### config.mk
export PLATFORM = sky130hd
export DESIGN_NAME = fetch_unit_flat
export DESIGN_NICKNAME = d
export VERILOG_FILES = /design/src/rtl/fetch_unit_if.sv /design/src/rtl/fetch_unit.sv /design/src/flat_wrapper.sv
export SDC_FILE = /design/constraint.sdc
export NUM_CORES = 1
export LEC_CHECK = 0
export BUFFER_PORTS_ARGS = -buffer_cell sky130_fd_sc_hd__buf_2
export CORE_AREA = 3 3 161 163
export DETAILED_ROUTE_END_ITERATION = 7
export DIE_AREA = 0 0 164 166
export HOLD_SLACK_MARGIN = 0.15
export PLACE_DENSITY = 0.84
export SYNTH_ARGS = -nofsm -noshare
export SYNTH_HDL_FRONTEND = slang
export SYNTH_SLANG_ARGS = --single-unit
### constraint.sdc
create_clock -name clk -period 3.7 [get_ports clk]
set_input_delay 0.74 -clock clk [delete_from_list [all_inputs] [get_ports clk]]
set_output_delay 0.74 -clock clk [all_outputs]
set_load 0.02 [all_outputs]
### src/rtl/fetch_unit_if.sv
// Fetch-stage bus bundle: instruction memory port, redirect input, decode handshake and error flag.
// Decode handshake: an entry transfers on a rising edge where inst_valid && inst_ready; inst_valid/inst_data/inst_pc are registered and never depend on inst_ready.
interface fetch_unit_if #(
   parameter int ADDR_WIDTH = 32,
   parameter int DATA_WIDTH = 32
);
   logic                  fetch_en;
   logic [ADDR_WIDTH-1:0] imem_addr;
   logic [DATA_WIDTH-1:0] imem_data;
   logic                  redirect_valid;
   logic [ADDR_WIDTH-1:0] redirect_pc;
   logic                  inst_valid;
   logic [DATA_WIDTH-1:0] inst_data;
   logic [ADDR_WIDTH-1:0] inst_pc;
   logic                  inst_ready;
   logic                  misaligned_err;

   modport master (
      input  fetch_en, imem_data, redirect_valid, redirect_pc, inst_ready,
      output imem_addr, inst_valid, inst_data, inst_pc, misaligned_err
   );

   modport slave (
      output fetch_en, imem_data, redirect_valid, redirect_pc, inst_ready,
      input  imem_addr, inst_valid, inst_data, inst_pc, misaligned_err
   );
endinterface

### src/rtl/fetch_unit.sv
// Instruction fetch stage: owns the PC, reads a combinational ROM and queues {pc, word}
// in a small prefetch FIFO for decode; redirects flush, misaligned redirects halt until reset.
module fetch_unit #(
   parameter int                ADDR_WIDTH = 32,
   parameter int                DATA_WIDTH = 32,
   parameter logic [ADDR_WIDTH-1:0] RESET_PC = '0,
   parameter int                FIFO_DEPTH = 4
) (
   input  logic              clk,
   input  logic              rst_n,
   fetch_unit_if.master      io_bus,
   output logic [1:0]        o_dbg_state
);

   localparam int PW = $clog2(FIFO_DEPTH);
   localparam int CW = PW + 1;
   localparam logic [CW-1:0] DEPTH_C = CW'(FIFO_DEPTH);

   typedef enum logic [1:0] {
      ST_IDLE  = 2'd0,
      ST_RUN   = 2'd1,
      ST_ERROR = 2'd2
   } state_t;

   state_t                r_state, w_state_nxt;
   logic [ADDR_WIDTH-1:0] r_fetch_pc, w_fetch_pc_nxt;
   logic [CW-1:0]         r_count, w_count_nxt;
   logic [PW-1:0]         r_rd_ptr, w_rd_ptr_nxt;
   logic [PW-1:0]         r_wr_ptr, w_wr_ptr_nxt;
   logic                  r_err, w_err_nxt;

   logic [DATA_WIDTH-1:0] r_fifo_data [FIFO_DEPTH];
   logic [ADDR_WIDTH-1:0] r_fifo_pc   [FIFO_DEPTH];

   logic w_pop, w_push, w_redirect, w_misalign, w_valid;

   assign w_valid    = (r_count != '0);
   assign w_pop      = w_valid && io_bus.inst_ready;
   assign w_redirect = io_bus.redirect_valid && (r_state != ST_ERROR);
   assign w_misalign = w_redirect && (io_bus.redirect_pc[1:0] != 2'b00);
   // A full FIFO still accepts a push when the head leaves in the same cycle.
   assign w_push     = (r_state == ST_RUN) && !io_bus.redirect_valid &&
                       ((r_count != DEPTH_C) || w_pop);

   always_comb begin
      w_state_nxt    = r_state;
      w_fetch_pc_nxt = r_fetch_pc;
      w_count_nxt    = r_count;
      w_rd_ptr_nxt   = r_rd_ptr;
      w_wr_ptr_nxt   = r_wr_ptr;
      w_err_nxt      = r_err;

      case (r_state)
         ST_IDLE:  if (io_bus.fetch_en)  w_state_nxt = ST_RUN;
         ST_RUN:   if (!io_bus.fetch_en) w_state_nxt = ST_IDLE;
         ST_ERROR: w_state_nxt = ST_ERROR;
         default:  w_state_nxt = ST_IDLE;
      endcase

      if (w_misalign) begin
         w_state_nxt  = ST_ERROR;
         w_err_nxt    = 1'b1;
         w_count_nxt  = '0;
         w_rd_ptr_nxt = '0;
         w_wr_ptr_nxt = '0;
      end else if (w_redirect) begin
         // Any pop this cycle is discarded along with the rest of the queue.
         w_count_nxt    = '0;
         w_rd_ptr_nxt   = '0;
         w_wr_ptr_nxt   = '0;
         w_fetch_pc_nxt = io_bus.redirect_pc;
      end else begin
         if (w_pop) w_rd_ptr_nxt = r_rd_ptr + 1'b1;
         if (w_push) begin
            w_wr_ptr_nxt   = r_wr_ptr + 1'b1;
            w_fetch_pc_nxt = r_fetch_pc + ADDR_WIDTH'(4);
         end
         case ({w_push, w_pop})
            2'b10:   w_count_nxt = r_count + 1'b1;
            2'b01:   w_count_nxt = r_count - 1'b1;
            default: w_count_nxt = r_count;
         endcase
      end
   end

   always_ff @(posedge clk) begin
      if (!rst_n) begin
         r_state    <= ST_IDLE;
         r_fetch_pc <= RESET_PC;
         r_count    <= '0;
         r_rd_ptr   <= '0;
         r_wr_ptr   <= '0;
         r_err      <= 1'b0;
      end else begin
         r_state    <= w_state_nxt;
         r_fetch_pc <= w_fetch_pc_nxt;
         r_count    <= w_count_nxt;
         r_rd_ptr   <= w_rd_ptr_nxt;
         r_wr_ptr   <= w_wr_ptr_nxt;
         r_err      <= w_err_nxt;
      end
   end

   // Storage needs no reset: the count decides what is visible.
   always_ff @(posedge clk) begin
      if (rst_n && w_push) begin
         r_fifo_data[r_wr_ptr] <= io_bus.imem_data;
         r_fifo_pc[r_wr_ptr]   <= r_fetch_pc;
      end
   end

   assign io_bus.imem_addr      = r_fetch_pc;
   assign io_bus.inst_valid     = w_valid;
   assign io_bus.inst_data      = w_valid ? r_fifo_data[r_rd_ptr] : '0;
   assign io_bus.inst_pc        = w_valid ? r_fifo_pc[r_rd_ptr]   : '0;
   assign io_bus.misaligned_err = r_err;
   assign o_dbg_state           = r_state;

endmodule

### src/flat_wrapper.sv
// flat-port wrapper written by rule: the top's interface ports become plain ports
module fetch_unit_flat 
#(
   parameter int                ADDR_WIDTH = 32,
   parameter int                DATA_WIDTH = 32,
   parameter logic [ADDR_WIDTH-1:0] RESET_PC = '0,
   parameter int                FIFO_DEPTH = 4
)
  (clk, rst_n, o_dbg_state, io_bus_fetch_en, io_bus_imem_data, io_bus_redirect_valid, io_bus_redirect_pc, io_bus_inst_ready, io_bus_imem_addr, io_bus_inst_valid, io_bus_inst_data, io_bus_inst_pc, io_bus_misaligned_err);
  fetch_unit_if #(.ADDR_WIDTH(ADDR_WIDTH), .DATA_WIDTH(DATA_WIDTH)) io_bus_i ();
  input  logic clk;
  input  logic rst_n;
  output logic [1:0] o_dbg_state;
  input wire logic [$bits(io_bus_i.fetch_en)-1:0] io_bus_fetch_en;
  input wire logic [$bits(io_bus_i.imem_data)-1:0] io_bus_imem_data;
  input wire logic [$bits(io_bus_i.redirect_valid)-1:0] io_bus_redirect_valid;
  input wire logic [$bits(io_bus_i.redirect_pc)-1:0] io_bus_redirect_pc;
  input wire logic [$bits(io_bus_i.inst_ready)-1:0] io_bus_inst_ready;
  output wire logic [$bits(io_bus_i.imem_addr)-1:0] io_bus_imem_addr;
  output wire logic [$bits(io_bus_i.inst_valid)-1:0] io_bus_inst_valid;
  output wire logic [$bits(io_bus_i.inst_data)-1:0] io_bus_inst_data;
  output wire logic [$bits(io_bus_i.inst_pc)-1:0] io_bus_inst_pc;
  output wire logic [$bits(io_bus_i.misaligned_err)-1:0] io_bus_misaligned_err;
  assign io_bus_i.fetch_en = io_bus_fetch_en;
  assign io_bus_i.imem_data = io_bus_imem_data;
  assign io_bus_i.redirect_valid = io_bus_redirect_valid;
  assign io_bus_i.redirect_pc = io_bus_redirect_pc;
  assign io_bus_i.inst_ready = io_bus_inst_ready;
  assign io_bus_imem_addr = io_bus_i.imem_addr;
  assign io_bus_inst_valid = io_bus_i.inst_valid;
  assign io_bus_inst_data = io_bus_i.inst_data;
  assign io_bus_inst_pc = io_bus_i.inst_pc;
  assign io_bus_misaligned_err = io_bus_i.misaligned_err;
  fetch_unit #(.ADDR_WIDTH(ADDR_WIDTH), .DATA_WIDTH(DATA_WIDTH), .RESET_PC(RESET_PC), .FIFO_DEPTH(FIFO_DEPTH)) u_core (.clk(clk), .rst_n(rst_n), .io_bus(io_bus_i), .o_dbg_state(o_dbg_state));
endmodule
# Word level (Yosys, flattened, before mapping)
# Memories as Yosys holds them, arrays and structs flattened. A register that Yosys moved wholly into a read port is not among the register bits.
# Cells that the tools add are included.
classes:
  n_addsub: 5
  muxes: 15
  bitwise_logic: 2
  reduce_logical: 18
  n_eq_ne: 10
ops:
  columns: ["cell", "count"]
  rows:
  - ["2-to-1 mux 32 bit", 4]
  - ["adder 32 x 3 -> 32 bit (second input constant)", 1]
  - ["2-to-1 mux 2 bit", 7]
  - ["logical AND 1 bit", 6]
  - ["inequality test 2 bit (second input constant)", 3]
  - ["inequality test 3 x 2 -> 1 bit (second input constant)", 2]
  - ["case mux 2 bit (3 select lines)", 1]
  - ["case mux 3 bit (2 select lines)", 1]
  - ["AND reduction 2 bit", 3]
  - ["nonzero test 2 bit", 3]
  - ["adder 2 x 1 -> 2 bit (second input constant)", 2]
  - ["== test 2 x 1 -> 1 bit (second input constant)", 2]
  - ["== test 2 bit (second input constant)", 2]
  - ["adder 3 x 1 -> 3 bit (second input constant)", 1]
  - ["inequality test 3 bit (second input constant)", 1]
  - ["nonzero test 3 bit", 1]
  - ["OR reduction 3 bit", 1]
  - ["subtractor 3 x 1 -> 3 bit (second input constant)", 1]
  - ["zero test 2 bit", 1]
  - ["2-to-1 mux 1 bit", 2]
  - ["NOT 1 bit", 2]
  - ["OR reduction 2 bit", 1]
  - ["zero test 1 bit", 1]
  - ["logical OR 1 bit", 1]
totals:
  n_memories: 2
  output_inout_bits: 100
  mem_bits_rw: 256
  regBits: 42
  word_cells: 59
mem_list:
  columns: ["name", "depth", "width", "read_ports", "rd_ports_with_merged_regs", "wr", "line", "source"]
  rows:
  - ["u_core.r_fifo_data", 4, 32, 1, 1, 1, "fetch_unit.sv:32", "logic [DATA_WIDTH-1:0] r_fifo_data [FIFO_DEPTH];"]
  - ["u_core.r_fifo_pc", 4, 32, 1, 1, 1, "fetch_unit.sv:33", "logic [ADDR_WIDTH-1:0] r_fifo_pc [FIFO_DEPTH];"]

# Logic depth before layout (Yosys ltp)
# Gate-level depths: netlist (run 1).
depth:
  word_depth: 7
  ltp_mapped: 9
  mapped_depth_nobuf: 7

# Worst setup path before layout (run 1)
# Ideal clock, no wire load.
synth_path:
  path_kind: "input -> register"
  from: "in io_bus_redirect_valid"
  to: "mem u_core.r_fifo_data[0][0] (enable)"
  cell_stages: 6
  setup_slack_ns: 0.033
  t_required_ns: 3.271
  arrival_ns: 3.238
  cell_sequence: "buf_6 > or3b_1 > buf_6 > nor2_1 > buf_2 > and3_1"
synth_between:
  elab_chain_cells: 6
synth_rtl:
  columns: ["item", "line", "source"]
  rows:
  - ["start, declared", "flat_wrapper.sv:16", "input wire logic [$bits(io_bus_i.redirect_valid)-1:0] io_bus_redirect_valid;"]
  - ["zero test 1 bit", "fetch_unit.sv:42", "assign w_push = (r_state == ST_RUN) && !io_bus.redirect_valid &&"]
  - ["logical AND 1 bit (2 in series)", "fetch_unit.sv:42", null]
  - ["logical AND 1 bit", "fetch_unit.sv:106", "if (rst_n && w_push) begin"]
  - ["2-to-1 mux 1 bit", "fetch_unit.sv:106", null]
  - ["2-to-1 mux 1 bit (implied by the code)", "fetch_unit.sv:107", "r_fifo_data[r_wr_ptr] <= io_bus.imem_data;"]
  - ["end, declared", "fetch_unit.sv:32", null]
# Every way passes these cells.

# Final worst setup path (run 1)
layout_path:
  from: "reg u_core.r_count[1]"
  to: "out io_bus_inst_pc[3]"
layout_between:
  elab_chain_cells: 2
layout_rtl:
  columns: ["item", "line", "source"]
  rows:
  - ["start, declared", "fetch_unit.sv:27", "logic [CW-1:0] r_count, w_count_nxt;"]
  - ["start signal, assigned", "fetch_unit.sv:97", "r_count <= w_count_nxt;"]
  - ["nonzero test 3 bit", "fetch_unit.sv:37", "assign w_valid = (r_count != '0);"]
  - ["2-to-1 mux 32 bit", "fetch_unit.sv:115", "assign io_bus.inst_pc = w_valid ? r_fifo_pc[r_rd_ptr] : '0;"]
  - ["end, declared", "flat_wrapper.sv:22", "output wire logic [$bits(io_bus_i.inst_pc)-1:0] io_bus_inst_pc;"]
# Every way passes these cells.

==> impl_metrics.toml, run 1 <==
[run_status]
outcome = "finished clean"

[die]
io_pins = 169
die-area_um2 = 27200
die-width_um = 164
start_util_pct = 50.0
die_h_um = 166
core-area_um2 = 24500
rows = 57

[yosys]
synth-seq-area-share_pct = 70.0
synth_top_cell_area_share_pct = 62.8
synth_compound_area_share_pct = 4.63
synth_common_cells = "edfxtp_1, and2_1, mux4_2, nand2_1, dfxtp_1"
ys_types = 61
async_flop_share_pct = 0
synth-simple-area-share_pct = 10.4
synth-xor-area-share_pct = 0.286
synth_mux_area_share_pct = 12.1
yosysWarnings = 0
synth.most_common_cell = "edfxtp_1"
synth_top_cell_by_area = "edfxtp_1"
synthAdderAreaFrac_pct = 0.675
synthFlopType = "edfxtp_1"
synth-edff-count = 256
synth_seq_cells = 300
avgSynthCellArea_um2 = 16.4
synth_top_family_by_area = "multiplexers"
syn_nets = 819
synth_area_um2 = 12200
synth_area_leaders = "edfxtp_1, mux4_2, dfxtp_1"
synth_cells = 744

[global_route]
grt-ovfl-total = 0
use_met1_pct = 28.9
met2_usage_pct = 32.5
grt_pass1_wl_um = 43200
grt_max_degree = 50
track_usage_pct = 20.4
grt_pass1_vias = 7404
antenna_found_initial = 2
met3_usage_pct = 4.61
top_usage_layer = "met2"

[sta]
fmax_ghz = 0.312
period_needed_ns = 3.20
tightest_slew_ns = 0.894
setup_violations = 0
hold_viol = 0
grt_setup_unrepaired = "no"
setup_tns_ns = 0
fin_skew_ns = 0.0185
period_share_pct = 86.5
finalMaxSlewViolations = 0
slew_headroom_pct = 40.3

[setup_path]
crit_buf_inv = 2
cpMaxStageDelayCell = "or3_2"
cp_max_fo = 36
start_kind = "flop"
cp_slowest_stage_delay_ns = 0.59
path_cells = "or3_2 > buf_4 > and2_1 > buf_2"
crit_arrival_ns = 2.46
crit_family = "simple AND/OR/NAND/NOR gates"
critical_path_required_ns = 2.96
end_kind = "output port"
path_class = "reg2out"

[clock_network]
clk_pin_slew_ns = 0.06
cts_buffer_depth = 3
insertion_delay_ns = 0.55
post_cts_buffers = 0
cts_tree = "built"
ctsHoldBuffers = 0
ctsRootBufferMaster = "clkbuf_16"
cts_inserted_buffers = 30
cts_resized = 0
htreeDepth = 1
clock_sinks = 300

[drt]
routedWlPerCell_um = 22.0
viasPerCell = 5.81
via_count = 7345
routed_wl_um = 27800
drt_iter0_markers = 653
first_pass_iters = 5
drc = 0
ant_nets = 0

[finish]
drive_gt1_share_pct = 32.9
syn_to_final_growth_pct = 18.2
final_nets = 991

[power_and_ir_drop]
seq_power_share_pct = 54.8
clkPwrFrac_pct = 41.8
ir_drop_v = 0.000328
internal_power_mw = 5.41
combPwrFrac_pct = 3.5
switching_power_mw = 1.40
power.total_mw = 6.81
power_density_nw_per_um2 = 471
swShare_pct = 20.5
leakage_nw = 5.00

[placement]
io_buffers = 168
dp_hpwl_um = 17900
place.gp.congestion = 0.842

[flow_run]
cap_violations = 0

[min_path]
hold_class = "in2reg"
through the flow:
| step | cell area [µm²] | setup slack (ns) | hold slack [ns] | utilization, % | instances |
|---|---|---|---|---|---|
| final | 14500 | 0.498 | 0.409 | 59.1 | 1264 |
| after global routing | 14500 | 0.323 | 0.388 | 59.1 | 1264 |
| after CTS | 14500 | 0.461 | 0.383 | 59.1 | 1263 |
| after detailed placement | 13500 | 0.673 | 0.475 | 55.2 | 1208 |
| after global placement | 13500 | 0.802 | 0.467 | 55.2 | 1208 |
| after floorplan | 12200 | 0.0328 | 0.469 | - | 744 |
sequential cells by signal, summed over array words and instances, names as in the netlist, named ones only:
name,cells
u_core.io_bus.imem_addr,32
u_core.io_bus.misaligned_err,1
u_core.o_dbg_state,2
u_core.r_count,3
u_core.r_fifo_data,128
u_core.r_fifo_pc,128
u_core.r_rd_ptr,2
u_core.r_wr_ptr,2
area by class of cell:
type	count	area, µm²
inverter	11	41.3
clock buffer	47	885
fill	1788	10000
timing repair buffer	183	1030
sequential	300	8580
antenna	1	2.50
multi-input combinational	390	3460
clock inverter	8	62.6
tap	324	405
power by group through the flow:
stage               Sequential, mW  Combinational, mW  Clock, mW
finish                        3.73              0.235       2.85
detailed placement            3.80              0.233          0
global route                  3.73              0.255       3.03
floorplan                     3.80              0.112          0
CTS                           3.73              0.235       2.90
global placement              3.80              0.227          0
routing by layer:
layer	up-vias	part of all wire (%)
met5	-	0.047
met4	2	2.4
met3	57	9.3
met2	363	48
met1	3640	40
li1	3283	-
final timing paths:
check	startpoint	endpoint	slack, ns	depth (start not counted)
max	u_core.r_count[1]	io_bus_inst_pc[3]	0.50	4
min	io_bus_imem_data[5]	u_core.r_fifo_data[0][5]	0.41	1
max reg2reg	u_core.r_count[1]	u_core.r_count[2]	1.06	6
min reg2reg	u_core.r_wr_ptr[1]	u_core.r_wr_ptr[1]	0.49	2
cell families (layout without fill, tap and decap cells):
group,Yosys count,after routing
AO/OA/AOI/OAI,78,78
XOR/XNOR,4,4
adder cells (fa/ha/maj),6,6
buffers and inverters,54,249
flip-flops,300,300
multiplexers,68,68
other,0,1
AND/OR/NAND/NOR,234,234
placed cells by master (no fill, tap or decap), drive strengths merged, types with 3 or more instances in the layout:
master / instances
a21oi: 18
a311oi: 4
o31a: 3
nor4: 6
o31ai: 3
a31oi: 11
edfxtp: 256
mux4: 64
nor3: 7
o21ai: 9
dfxtp: 44
inv: 12
and3: 13
nor2: 32
nand4: 9
nand3: 27
a41oi: 4
and2: 68
nand2b: 3
buf: 183
nand2: 45
clkbuf: 47
clkinv: 7
o211ai: 4
ha: 5
or3: 7
or4: 5
worst reg2reg max path, stage by stage (launching register included):
cell	delay [ns]
dfxtp_1	0.54
or3_2	0.59
nand3_1	0.19
fa_1	0.46
or3_1	0.40
a311oi_1	0.27
nor2_1	0.07
No activity file was read; power rests on OpenSTA's default activity.
==> run 2: changes to the inputs <==
--- a/config.mk
+++ b/config.mk
@@ -6,9 +6,9 @@
 export NUM_CORES = 1
 export LEC_CHECK = 0
 export BUFFER_PORTS_ARGS = -buffer_cell sky130_fd_sc_hd__buf_2
-export CORE_AREA = 3 3 161 163
+export CORE_AREA = 2 2 160 162
 export DETAILED_ROUTE_END_ITERATION = 7
-export DIE_AREA = 0 0 164 166
+export DIE_AREA = 0 0 162 164
 export HOLD_SLACK_MARGIN = 0.15
 export PLACE_DENSITY = 0.84
 export SYNTH_ARGS = -nofsm -noshare
==> impl_metrics.toml, run 2 (synthesis results as in run 1) <==
[min_path]
hold_class = "in2reg"

[setup_path]
end_kind = "output port"
cp_max_fo = 42
start_kind = "flop"
crit_arrival_ns = 2.43
path_class = "reg2out"
critical_path_required_ns = 2.96

[placement]
dp_hpwl_um = 17100
place.gp.congestion = 0.877
io_buffers = 168

[sta]
slew_headroom_pct = 37.9
tightest_slew_ns = 0.931
setup_violations = 0
period_needed_ns = 3.17
hold_slack_ns = 0.409
fin_skew_ns = 0.00957
period_share_pct = 85.6
fmax_ghz = 0.316
setup_tns_ns = 0
hold_viol = 0
finalMaxSlewViolations = 0
grt_setup_unrepaired = "no"

[clock_network]
cts_inserted_buffers = 30
cts_buffer_depth = 3
cts_tree = "built"
ctsRootBufferMaster = "clkbuf_16"
insertion_delay_ns = 0.55
post_cts_buffers = 0
clk_pin_slew_ns = 0.06
cts_resized = 0
clock_sinks = 300
ctsHoldBuffers = 0
htreeDepth = 1

[power_and_ir_drop]
ir_drop_v = 0.000448
leakage_nw = 5.03
power_density_nw_per_um2 = 482

[die]
io_pins = 169
die-width_um = 162
die-area_um2 = 26600
die_h_um = 164
core-area_um2 = 24800
start_util_pct = 49.3
rows = 58

[finish]
final_cell_mix = "edfxtp_1, buf_2, and2_1"
drive_gt1_share_pct = 33.1
final_util_pct = 58.5
final_nets = 991
final_common_cell = "edfxtp_1"
syn_to_final_growth_pct = 18.7

[drt]
viasPerCell = 5.85
routedWlPerCell_um = 21.2
routed_wl_um = 27000
via_count = 7438
ant_nets = 0
drc = 0
first_pass_iters = 5
drt_iter0_markers = 713

[global_route]
grt_pass1_wl_um = 41500
grt_pass1_vias = 7192
grt-ovfl-total = 0
antenna_found_initial = 3
track_usage_pct = 20.3
grt_max_degree = 65

[run_status]
outcome = "finished clean"

[flow_run]
cap_violations = 0
run 2: changes by cell type in the layout (fill, tap and decap cells not counted):
cell	before	now
clkinv_1	0	3
buf_12	6	5
buf_4	9	10
clkbuf_1	10	6
clkbuf_8	7	3
clkinvlp_4	0	1
clkinv_2	4	7
clkinv_4	2	1
inv_6	1	0
bufinv_16	0	4
run 2: layout make-up:
class | count | area [µm²]
clock buffers | 39 | 815
well taps | 330 | 413
flip-flops and latches | 300 | 8580
clock inverters | 17 | 199
repair buffers | 183 | 1020
inverters | 11 | 41.3
diodes | 1 | 2.50
fillers | 1870 | 10300
multi-input cells | 390 | 3460
run 2: critical path: stages, from the launching register on:
cell and delay [ns]:
dfxtp_1 0.39, or3_2 0.82, buf_4 0.34, and2_1 0.17, buf_2 0.16
run 2: per-stage QoR:
step	cells	instance area (µm²)	power (mW)	worst slack (ns)
detailed placement	1214	13500	4.03	0.683
global placement	1214	13500	4.02	0.737
CTS	1270	14500	7.04	0.486
floorplan	744	12200	3.91	0.0328
global route	1271	14500	7.20	0.389
finish	1271	14500	7.00	0.532
run 2: path summary, 6_finish.rpt:
kind / from / to / slack (ns) / cells past startpoint
worst max-delay path: u_core.r_count[0] / io_bus_inst_pc[0] / 0.53 / 4
worst min-delay path: io_bus_imem_data[2] / u_core.r_fifo_data[3][2] / 0.41 / 1
worst max register to register: u_core.io_bus.imem_addr[3] / u_core.io_bus.imem_addr[28] / 1.04 / 6
worst min register to register: u_core.io_bus.misaligned_err / u_core.io_bus.misaligned_err / 0.49 / 2
run 2: power breakdown:
group | total (mW) | internal, mW | switching, mW
sequential | 3.73 | 3.68 | 0.0455
combinational | 0.235 | 0.0870 | 0.148
clock | 3.04 | 1.83 | 1.21
total | 7.00 | 5.60 | 1.41
run 2: per-layer routing:
| layer | global-route usage (%) | part of all wire (%) | vias up |
|---|---|---|---|
| met4 | 4.59 | 2.1 | 2 |
| met3 | 3.33 | 9.3 | 48 |
| met2 | 32.3 | 47 | 441 |
| met5 | 0 | 0.048 | - |
| met1 | 30.0 | 42 | 3658 |
| li1 | - | - | 3289 |
